**config.mk**
```make
export PLATFORM = sky130hd
export DESIGN_NAME = alu_interface
export DESIGN_NICKNAME = d
export VERILOG_FILES = /design/src/rtl/alu_interface.sv
export SDC_FILE = /design/constraint.sdc
export NUM_CORES = 1
export LEC_CHECK = 0
export BUFFER_PORTS_ARGS = -buffer_cell sky130_fd_sc_hd__buf_2
export CORE_UTILIZATION = 25
export DETAILED_ROUTE_END_ITERATION = 10
export GPL_ROUTABILITY_DRIVEN = 0
export PLACE_DENSITY_LB_ADDON = 0.3
export SETUP_SLACK_MARGIN = 0.1
export SLEW_MARGIN = 20
export SYNTH_ARGS = -nofsm -noshare
export SYNTH_HDL_FRONTEND = slang
export SYNTH_SLANG_ARGS = --single-unit
```
**constraint.sdc**
```tcl
create_clock -name i_clk -period 1.8 [get_ports i_clk]
set_clock_uncertainty 0.05 [all_clocks]
set_input_delay 0.36 -clock i_clk [delete_from_list [all_inputs] [get_ports i_clk]]
set_output_delay 0.36 -clock i_clk [all_outputs]
set_load 0.005 [all_outputs]
```
**src/rtl/alu_interface.sv**
```systemverilog
// UART-to-ALU frame sequencer: collects operand A, operand B and opcode bytes,
// drives the ALU, then hands the result byte to the UART transmitter.
module alu_interface #(
    parameter int unsigned NB_DATA     = 8,
    parameter int unsigned NB_OPERADOR = 6,
    parameter int unsigned N_TIMEOUT   = 50000
) (
    input  logic                   i_clk,
    input  logic                   i_rst_n,
    input  logic [NB_DATA-1:0]     i_rx_data,
    input  logic                   i_rx_done,
    input  logic [NB_DATA-1:0]     i_alu_result,
    input  logic                   i_alu_done,
    input  logic                   i_tx_done,
    output logic [NB_DATA-1:0]     o_dato_a,
    output logic [NB_DATA-1:0]     o_dato_b,
    output logic [NB_OPERADOR-1:0] o_operador,
    output logic                   o_alu_valid,
    output logic [NB_DATA-1:0]     o_tx_data,
    output logic                   o_tx_start,
    output logic                   o_error
);

    localparam int unsigned NB_CNT = (N_TIMEOUT > 2) ? $clog2(N_TIMEOUT) : 1;
    localparam logic [NB_CNT-1:0] CNT_MAX = NB_CNT'(N_TIMEOUT - 1);

    typedef enum logic [2:0] {
        StWaitA,
        StWaitB,
        StWaitOp,
        StExec,
        StSend,
        StWaitTx
    } state_t;

    state_t                 state_q, state_d;
    logic [NB_CNT-1:0]      cnt_q, cnt_d;
    logic [NB_DATA-1:0]     dato_a_q, dato_a_d;
    logic [NB_DATA-1:0]     dato_b_q, dato_b_d;
    logic [NB_OPERADOR-1:0] operador_q, operador_d;
    logic                   alu_valid_q, alu_valid_d;
    logic [NB_DATA-1:0]     tx_data_q, tx_data_d;
    logic                   tx_start_q, tx_start_d;
    logic                   error_q, error_d;

    always_ff @(posedge i_clk or negedge i_rst_n) begin
        if (!i_rst_n) begin
            state_q     <= StWaitA;
            cnt_q       <= '0;
            dato_a_q    <= '0;
            dato_b_q    <= '0;
            operador_q  <= '0;
            alu_valid_q <= 1'b0;
            tx_data_q   <= '0;
            tx_start_q  <= 1'b0;
            error_q     <= 1'b0;
        end else begin
            state_q     <= state_d;
            cnt_q       <= cnt_d;
            dato_a_q    <= dato_a_d;
            dato_b_q    <= dato_b_d;
            operador_q  <= operador_d;
            alu_valid_q <= alu_valid_d;
            tx_data_q   <= tx_data_d;
            tx_start_q  <= tx_start_d;
            error_q     <= error_d;
        end
    end

    always_comb begin
        state_d     = state_q;
        cnt_d       = cnt_q;
        dato_a_d    = dato_a_q;
        dato_b_d    = dato_b_q;
        operador_d  = operador_q;
        alu_valid_d = alu_valid_q;
        tx_data_d   = tx_data_q;
        tx_start_d  = 1'b0;
        error_d     = 1'b0;

        case (state_q)
            StWaitA: begin
                if (i_rx_done) begin
                    dato_a_d = i_rx_data;
                    cnt_d    = '0;
                    state_d  = StWaitB;
                end
            end
            StWaitB: begin
                // A byte landing on the timeout cycle wins over the timeout.
                if (i_rx_done) begin
                    dato_b_d = i_rx_data;
                    cnt_d    = '0;
                    state_d  = StWaitOp;
                end else if (cnt_q == CNT_MAX) begin
                    cnt_d   = '0;
                    error_d = 1'b1;
                    state_d = StWaitA;
                end else begin
                    cnt_d = cnt_q + NB_CNT'(1);
                end
            end
            StWaitOp: begin
                if (i_rx_done) begin
                    operador_d  = i_rx_data[NB_OPERADOR-1:0];
                    alu_valid_d = 1'b1;
                    cnt_d       = '0;
                    state_d     = StExec;
                end else if (cnt_q == CNT_MAX) begin
                    cnt_d   = '0;
                    error_d = 1'b1;
                    state_d = StWaitA;
                end else begin
                    cnt_d = cnt_q + NB_CNT'(1);
                end
            end
            StExec: begin
                alu_valid_d = 1'b1;
                if (i_alu_done) begin
                    tx_data_d   = i_alu_result;
                    alu_valid_d = 1'b0;
                    tx_start_d  = 1'b1;
                    state_d     = StSend;
                end
            end
            StSend: begin
                state_d = StWaitTx;
            end
            StWaitTx: begin
                if (i_tx_done) begin
                    state_d = StWaitA;
                end
            end
            default: begin
                state_d = StWaitA;
            end
        endcase
    end

    assign o_dato_a    = dato_a_q;
    assign o_dato_b    = dato_b_q;
    assign o_operador  = operador_q;
    assign o_alu_valid = alu_valid_q;
    assign o_tx_data   = tx_data_q;
    assign o_tx_start  = tx_start_q;
    assign o_error     = error_q;

endmodule

```
Yosys cells after proc, flatten, opt, wreduce, memory -nomap -nowiden
Cells that the tools add are included.
Word-level totals
  output and inout bits: 33
  logic and storage cells: 50
  flip-flop bits (word level): 52
Operators by class
  equality and inequality tests: 10
  $add $sub $neg: 1
  mux-type cells: 19
  reductions and logical operators: 11
Operator list (count)
  $mux 16: 3
  $pmux 16 s2: 1
  $mux 3: 6
  $pmux 3 s6: 1
  $add 16x1->16 const B: 1
  $eq 16x16->1 const B: 1
  $reduce_and 2->1: 6
  $ne 2x2->1 const B: 4
  $mux 1: 7
  $eq 3x2->1 const B: 2
  $eq 3x3->1 const B: 2
  $reduce_bool 2->1: 2
  $eq 3x1->1 const B: 1
  $logic_not 3->1: 1
  $reduce_and 3->1: 1
  $pmux 1 s2: 1
  $reduce_or 2->1: 1

Logic depth before layout (Yosys ltp)
Gate-level depths: netlist (run 1).
  depth after elaboration: 4
  mapped depth: 6
  mapped depth without buffers: 5

Worst setup path after synthesis (run 1)
No wires, ideal clock.
  kind: register to register
  start point: register cnt_q[0]
  end point: register cnt_q[14]
  arrival time: 1.696 ns
  clock period less this slack: 1.829 ns
  buffers on the path: 0
  cell stages (with the launch flop): 6
  path slack: -0.029 ns
  path through: dfrtp_1 ha_1 nand4_4 or4_4 or3_1 o22ai_1
Between the ends
  longest elaborated chain between the ends: 4
RTL lines
  start, declared: RTL line 37  | logic [NB_CNT-1:0] cnt_q, cnt_d;
  start signal, assigned: RTL line 59  | cnt_q <= cnt_d;
  $add 16x1->16 or $eq 16x16->1 (tied branches)
  $mux 16 *: RTL line 95, 109
  $mux 16 *: RTL line 104  | if (i_rx_done) begin
  $pmux 16 s2 *: RTL line 81  | case (state_q)
Every way passes the cells marked *; elsewhere a longest branch is shown, timed or not.
A chain may end at the register's enable or synchronous reset.

Worst setup path after layout (run 1)
  start point: register cnt_q[1]
  end point: register cnt_q[14]
The elaborated chain is that of the path after synthesis.

==> out/results.ini, run 1 <==
[cts]
cts_tree=done
cts.clk_slew.worst_paths_ns=0.10
cts.sinks=52
clkLatencyLatePin_ns=0.30
root_buffer=clkbuf_8
cts-buffers-inserted=5
cts_max_path_buffers=2
htreeDepth=2

[routing]
first_iter_violations=80
dr_total_vias=1953
routedWlPerCell_microns=14.2
vias_per_cell=4.76
drc=0
routed_wl_microns=5810
drtPass1Iterations=4
ant_nets=0

[global_routing]
grt_max_degree=38
grt.overflow.total=0
antenna_found_initial=0
track_usage=0.119
grt_pass1_vias=1962
grt_pass1_wl_microns=9720

[yosys]
avgSynthCellArea_sq_um=11.9
yosys-top-cells-area=dfrtp_1, mux2_2, a31oi_1
synth_edf_count=0
synthArstFlopShare=1.00
ys.flop_type=dfrtp_1
mappedNetlistArea_sq_um=2460
ys_warn_count=0
yosys.area.top_type_share=0.529
synth_top_cell_by_area=dfrtp_1
synthCells=207
ys_ff_latch=52
synth_cell_types=41
yosysSeqAreaShare=0.529
syn-num-nets=229

[cells_and_area]
drive_above_1_share=0.484
multi_input_area_sq_um=1100
ff_latch_area_sq_um=1310
nFillCells=957
utilization=0.344
diodes=0
nNetsFinal=303
instances_no_fill=410
synthToLayoutAreaGrowth_pct=31.2

[sta]
slew-limit-headroom=0.694
final-setup-viol-count=0
tightest_slew_ns=0.459
finalMaxSlewViolations=0
max_freq_ghz=0.570
fin_crit_sh=0.974
grt_setup_unrepaired=yes
setup_tns_ns=0
report.final.hold_viol_count=0
period_minus_slack_ns=1.75

[power_and_ir_drop]
clock_power_share=0.202
internal-power_w=0.00311
comb_power_share=0.395
switchingPower_w=0.00152
pwr_density_cell_nw_per_um2=1430
p_leak_nw=1.41
switching_share=0.328
pwr-share-seq=0.403
ir_worst_vdd_v=0.000698

[setup_path]
path_cells=ha_4 -> nand4_4 -> or4_4 -> or3_4 -> o22ai_2
path_class=flip-flop to flip-flop
crit_family=simple AND/OR/NAND/NOR gates
crit_buf_inv=0
crit_arrival_ns=1.93
cp_slowest_cell=or4_4
slowest_delay_ns=0.52
crit_path_end_kind=flip-flop
required_ns=1.98
start_kind=flip-flop
worstPathMaxFanout=2

[die]
core-area_sq_um=9370
num_rows=35
initial_core_util=0.263
fp.dieW_microns=101
dieHeight_microns=101
io-pin-count=54
die_area_sq_um=10200

[placement]
dp_hpwl_microns=4050
dp.cells=399
port_buffers=53

[run]
maxCapViolations=0

[min_path]
hp-class=input pin to flip-flop

[run_status]
status=completed

-- final cells by class --
type | count | area share
clock inverters | 2 | 0.0186
inverters | 9 | 0.0105
well taps | 129 | 0.0500
flip-flops and latches | 52 | 0.405
clock buffers | 5 | 0.0213
multi-input cells | 135 | 0.341
repair buffers | 78 | 0.154
-- power groups by stage --
stage	Combinational, W	Clock (W)	Sequential (W)
floorplan	0.00105	0	0.00187
global route	0.00200	0.00102	0.00193
global placement	0.00177	0	0.00186
CTS	0.00181	0.000970	0.00187
finish	0.00183	0.000936	0.00187
detailed placement	0.00180	0	0.00188
-- worst paths after layout --
kind                                               start                        to  slack [ns]  cells past startpoint
worst max register to register      cnt_q[1]$_DFFE_PN0P_     cnt_q[14]$_DFFE_PN0P_        0.05                      5
min in group asynchronous                        i_rst_n      cnt_q[9]$_DFFE_PN0P_        0.47                      2
worst min-delay path                     i_alu_result[7]  o_tx_data[7]$_DFFE_PN0P_        0.23                      2
worst min register to register  o_tx_data[6]$_DFFE_PN0P_  o_tx_data[6]$_DFFE_PN0P_        0.46                      1
worst max-delay path                cnt_q[1]$_DFFE_PN0P_     cnt_q[14]$_DFFE_PN0P_        0.05                      5
max in group asynchronous                        i_rst_n    state_q[1]$_DFFE_PN0P_        0.68                      3
-- registers in the layout, summed over array words and instances, names as in the netlist, 3 cells and up --
register and count:
o_dato_a 8, state_q 3, o_tx_data 8, o_dato_b 8
cnt_q 16, o_operador 6
-- cells by family after synthesis --
| family | Yosys count | share of synthesized area |
|---|---|---|
| AND/OR/NAND/NOR | 58 | 0.152 |
| flip-flops | 52 | 0.529 |
| AO/OA/AOI/OAI | 46 | 0.130 |
| multiplexers | 30 | 0.137 |
| buffers and inverters | 20 | 0.0468 |
| adder cells (fa/ha/maj) | 1 | 0.00508 |
-- repair_timing --
| item | 4_1_cts | 5_1_grt |
|---|---|---|
| hold buffers | 1 | 0 |
| pin swaps | 1 | 3 |
| setup endpoints to repair | 2 | 13 |
| cloned | 0 | 0 |
| resized for setup | 2 | 15 |
| buffers inserted | 2 | 1 |
| endpoints found under the hold margin | 15 | 0 |
-- per-layer routing --
| layer | track usage | part of all wire |
|---|---|---|
| met5 | 0 | 0 |
| met4 | 0.0346 | 0.013 |
| met3 | 0.0345 | 0.057 |
| met2 | 0.189 | 0.47 |
| met1 | 0.158 | 0.46 |
-- placed cells by master (no fill, tap or decap), types with 3 or more instances in the layout --
| master | count |
|---|---|
| buf_2 | 53 |
| dfrtp_1 | 48 |
| mux2_2 | 30 |
| buf_4 | 20 |
| a31oi_1 | 16 |
| nand2_1 | 12 |
| inv_1 | 9 |
| nand3_1 | 7 |
| o211ai_1 | 7 |
| a21oi_1 | 6 |
| nand2b_1 | 5 |
| o21ai_0 | 5 |
| nor2_1 | 5 |
| clkbuf_8 | 5 |
| dfrtp_2 | 4 |
| nor2b_1 | 3 |
| nand4_1 | 3 |
| buf_12 | 3 |
-- Yosys cell counts (2+ instances only) --
cell type / count
inv_1: 9
nand3_1: 7
o21ai_0: 6
buf_4: 2
nor2b_1: 3
dfrtp_1: 52
clkbuf_1: 3
or3_1: 3
buf_6: 4
nand2_1: 13
nor3_1: 2
buf_2: 2
o31a_1: 2
mux2_2: 30
nor4_1: 2
o211ai_1: 7
o22ai_1: 2
a31oi_1: 16
o311ai_0: 2
nor4bb_1: 2
nand4_1: 3
nor2_1: 5
nand2b_1: 5
nand4_4: 2
a21oi_1: 6
nand4b_1: 2
-- per-stage QoR --
stage | total power, W | setup slack, ns | instance area, sq um | hold slack [ns]
6_report | 0.00463 | 0.0462 | 3230 | 0.229
5_1_grt | 0.00494 | 0.000158 | 3230 | 0.216
4_1_cts | 0.00464 | 0.0323 | 3160 | 0.219
3_5_place_dp | 0.00368 | 0.0120 | 3000 | 0.278
3_3_place_gp | 0.00363 | 0.0758 | 3000 | 0.279
2_1_floorplan | 0.00292 | 0.0431 | 2470 | 0.0144
Power figures use the tool's default switching activity.
==> inputs of run 2 (changes only) <==
Settings changed: REMOVE_ABC_BUFFERS from default to 1.
==> out/results.ini, run 2 (same netlist as run 1, synthesis figures left out) <==
[cts]
cts_max_path_buffers=2  ; unchanged
cts.sinks=52  ; unchanged
htreeDepth=2  ; unchanged
root_buffer=clkbuf_8  ; unchanged
cts.clk_slew.worst_paths_ns=0.09  ; was 0.10 ns
cts_tree=done  ; unchanged
cts-buffers-inserted=5  ; unchanged
clkLatencyLatePin_ns=0.30  ; about the same

[setup_path]
path_class=flip-flop to flip-flop  ; unchanged
crit_path_end_kind=flip-flop  ; unchanged
cp_slowest_cell=or4_4  ; unchanged
start_kind=flip-flop  ; unchanged
crit_arrival_ns=1.90  ; was 1.93 ns
crit_buf_inv=0  ; unchanged
path_cells=ha_4 -> nand4_4 -> or4_4 -> or3_1 -> o22ai_1  ; was ha_4 -> nand4_4 -> or4_4 -> or3_4 -> o22ai_2
worstPathMaxFanout=2  ; unchanged
slowest_delay_ns=0.53  ; was 0.52 ns
required_ns=1.98  ; about the same
crit_family=simple AND/OR/NAND/NOR gates  ; unchanged

[cells_and_area]
nNetsFinal=308  ; was 303
nFillCells=985  ; was 957
diodes=0  ; unchanged
synthToLayoutAreaGrowth_pct=34.1  ; was 31.2%
final_common_cell=buf_2  ; unchanged
multi_input_area_sq_um=1120  ; was 1100 sq um
ff_latch_area_sq_um=1310  ; unchanged
final_cell_mix=buf_2, dfrtp_1, mux2_2  ; unchanged
top_register=cnt_q  ; unchanged
instances_no_fill=416  ; was 410
largest_reg_flops=16  ; unchanged
drive_above_1_share=0.491  ; was 0.484

[power_and_ir_drop]
p_leak_nw=1.45  ; was 1.41 nW
finalPower_w=0.00452  ; was 0.00463 W
ir_worst_vdd_v=0.000677  ; was 0.000698 V
pwr_density_cell_nw_per_um2=1370  ; was 1430 nW/um^2

[global_routing]
grt_pass1_wl_microns=9310  ; was 9720 microns
track_usage=0.115  ; was 0.119
antenna_found_initial=0  ; unchanged
grt_pass1_vias=1957  ; was 1,962
grt_max_degree=33  ; was 38
grt.overflow.total=0  ; unchanged

[sta]
setup_tns_ns=0  ; unchanged
slew-limit-headroom=0.668  ; was 0.694
finalMaxSlewViolations=0  ; unchanged
report.final.hold_viol_count=0  ; unchanged
fin_crit_sh=0.957  ; was 0.974
grt_setup_unrepaired=yes  ; unchanged
final-setup-viol-count=0  ; unchanged
max_freq_ghz=0.580  ; was 0.570 GHz
period_minus_slack_ns=1.72  ; was 1.75 ns
tightest_slew_ns=0.498  ; was 0.459 ns

[routing]
routedWlPerCell_microns=13.8  ; was 14.2 microns
routed_wl_microns=5740  ; was 5810 microns
ant_nets=0  ; unchanged
dr_total_vias=1989  ; was 1,953
first_iter_violations=92  ; was 80
drc=0  ; unchanged
drtPass1Iterations=4  ; unchanged
vias_per_cell=4.78  ; was 4.76

[die]
core-area_sq_um=9370  ; unchanged
fp.dieW_microns=101  ; unchanged
die_area_sq_um=10200  ; unchanged
dieHeight_microns=101  ; unchanged
io-pin-count=54  ; unchanged
initial_core_util=0.263  ; unchanged
num_rows=35  ; unchanged

[min_path]
hp-class=input pin to flip-flop  ; unchanged

[placement]
dp.cells=403  ; was 399
port_buffers=53  ; unchanged
dp_hpwl_microns=3990  ; was 4050 microns

[run_status]
status=completed  ; unchanged

[run]
maxCapViolations=0  ; unchanged

==> run 2: worst reg2reg max path: cells and delay by family, from the launching register on <==
family                   cells  cell delay (ns)
adder cells (fa/ha/maj)      1             0.16
AO/OA/AOI/OAI                1             0.11
AND/OR/NAND/NOR              3             0.94
flip-flops                   1             0.40
==> run 2: layer usage <==
| layer | routed length [microns] | up-vias | track usage |
|---|---|---|---|
| li1 | - | 941 | - |
| met2 | 2820 | 57 | 0.195 |
| met4 | 78 | 0 | 0.0323 |
| met3 | 321 | 9 | 0.0324 |
| met5 | 0 | - | 0 |
| met1 | 2520 | 982 | 0.142 |
==> run 2: path summary, 6_finish.rpt <==
check | startpoint | cells after the start | slack [ns] | to
setup reg to reg | cnt_q[0]$_DFFE_PN0P_ | 5 | 0.08 | cnt_q[14]$_DFFE_PN0P_
min in group asynchronous | i_rst_n | 2 | 0.50 | o_dato_a[4]$_DFFE_PN0P_
hold / removal | i_alu_result[0] | 2 | 0.23 | o_tx_data[0]$_DFFE_PN0P_
hold reg to reg | o_tx_data[4]$_DFFE_PN0P_ | 1 | 0.46 | o_tx_data[4]$_DFFE_PN0P_
setup / recovery | cnt_q[0]$_DFFE_PN0P_ | 5 | 0.08 | cnt_q[14]$_DFFE_PN0P_
max in group asynchronous | i_rst_n | 3 | 0.65 | cnt_q[4]$_DFFE_PN0P_
==> run 2: cell type report <==
class,count,area share
well taps,129,0.0489
repair buffers,83,0.170
inverters,9,0.0102
multi-input cells,135,0.339
clock inverters,2,0.0118
clock buffers,6,0.0250
flip-flops and latches,52,0.396
==> run 2: metrics by stage <==
stage / instance area, sq um / setup WS, ns / util / hold WS [ns]
after floorplan: 2380 / -0.108 / - / 0.0144
after global placement: 3010 / 0.0632 / 0.321 / 0.296
after detailed placement: 3010 / 0.0121 / 0.321 / 0.309
after CTS: 3160 / 0.0708 / 0.337 / 0.229
after global routing: 3300 / 0.0103 / 0.352 / 0.219
final: 3300 / 0.0767 / 0.352 / 0.235
==> run 2: power breakdown <==
group          total, W  internal [W]  switching, W  leakage, nW
sequential      0.00185       0.00159      0.000259        0.648
clock          0.000854      0.000455      0.000399       0.0614
combinational   0.00182      0.000971      0.000847        0.737
total           0.00452       0.00302       0.00150         1.45
==> run 2: timing repair <==
action	in CTS	in global routing
gates resized for setup	5	17
pin swaps	2	7
endpoints found under the setup margin	7	16
setup buffers	0	1
gates cloned	0	3
hold endpoints to repair	20	0
hold buffers	1	0
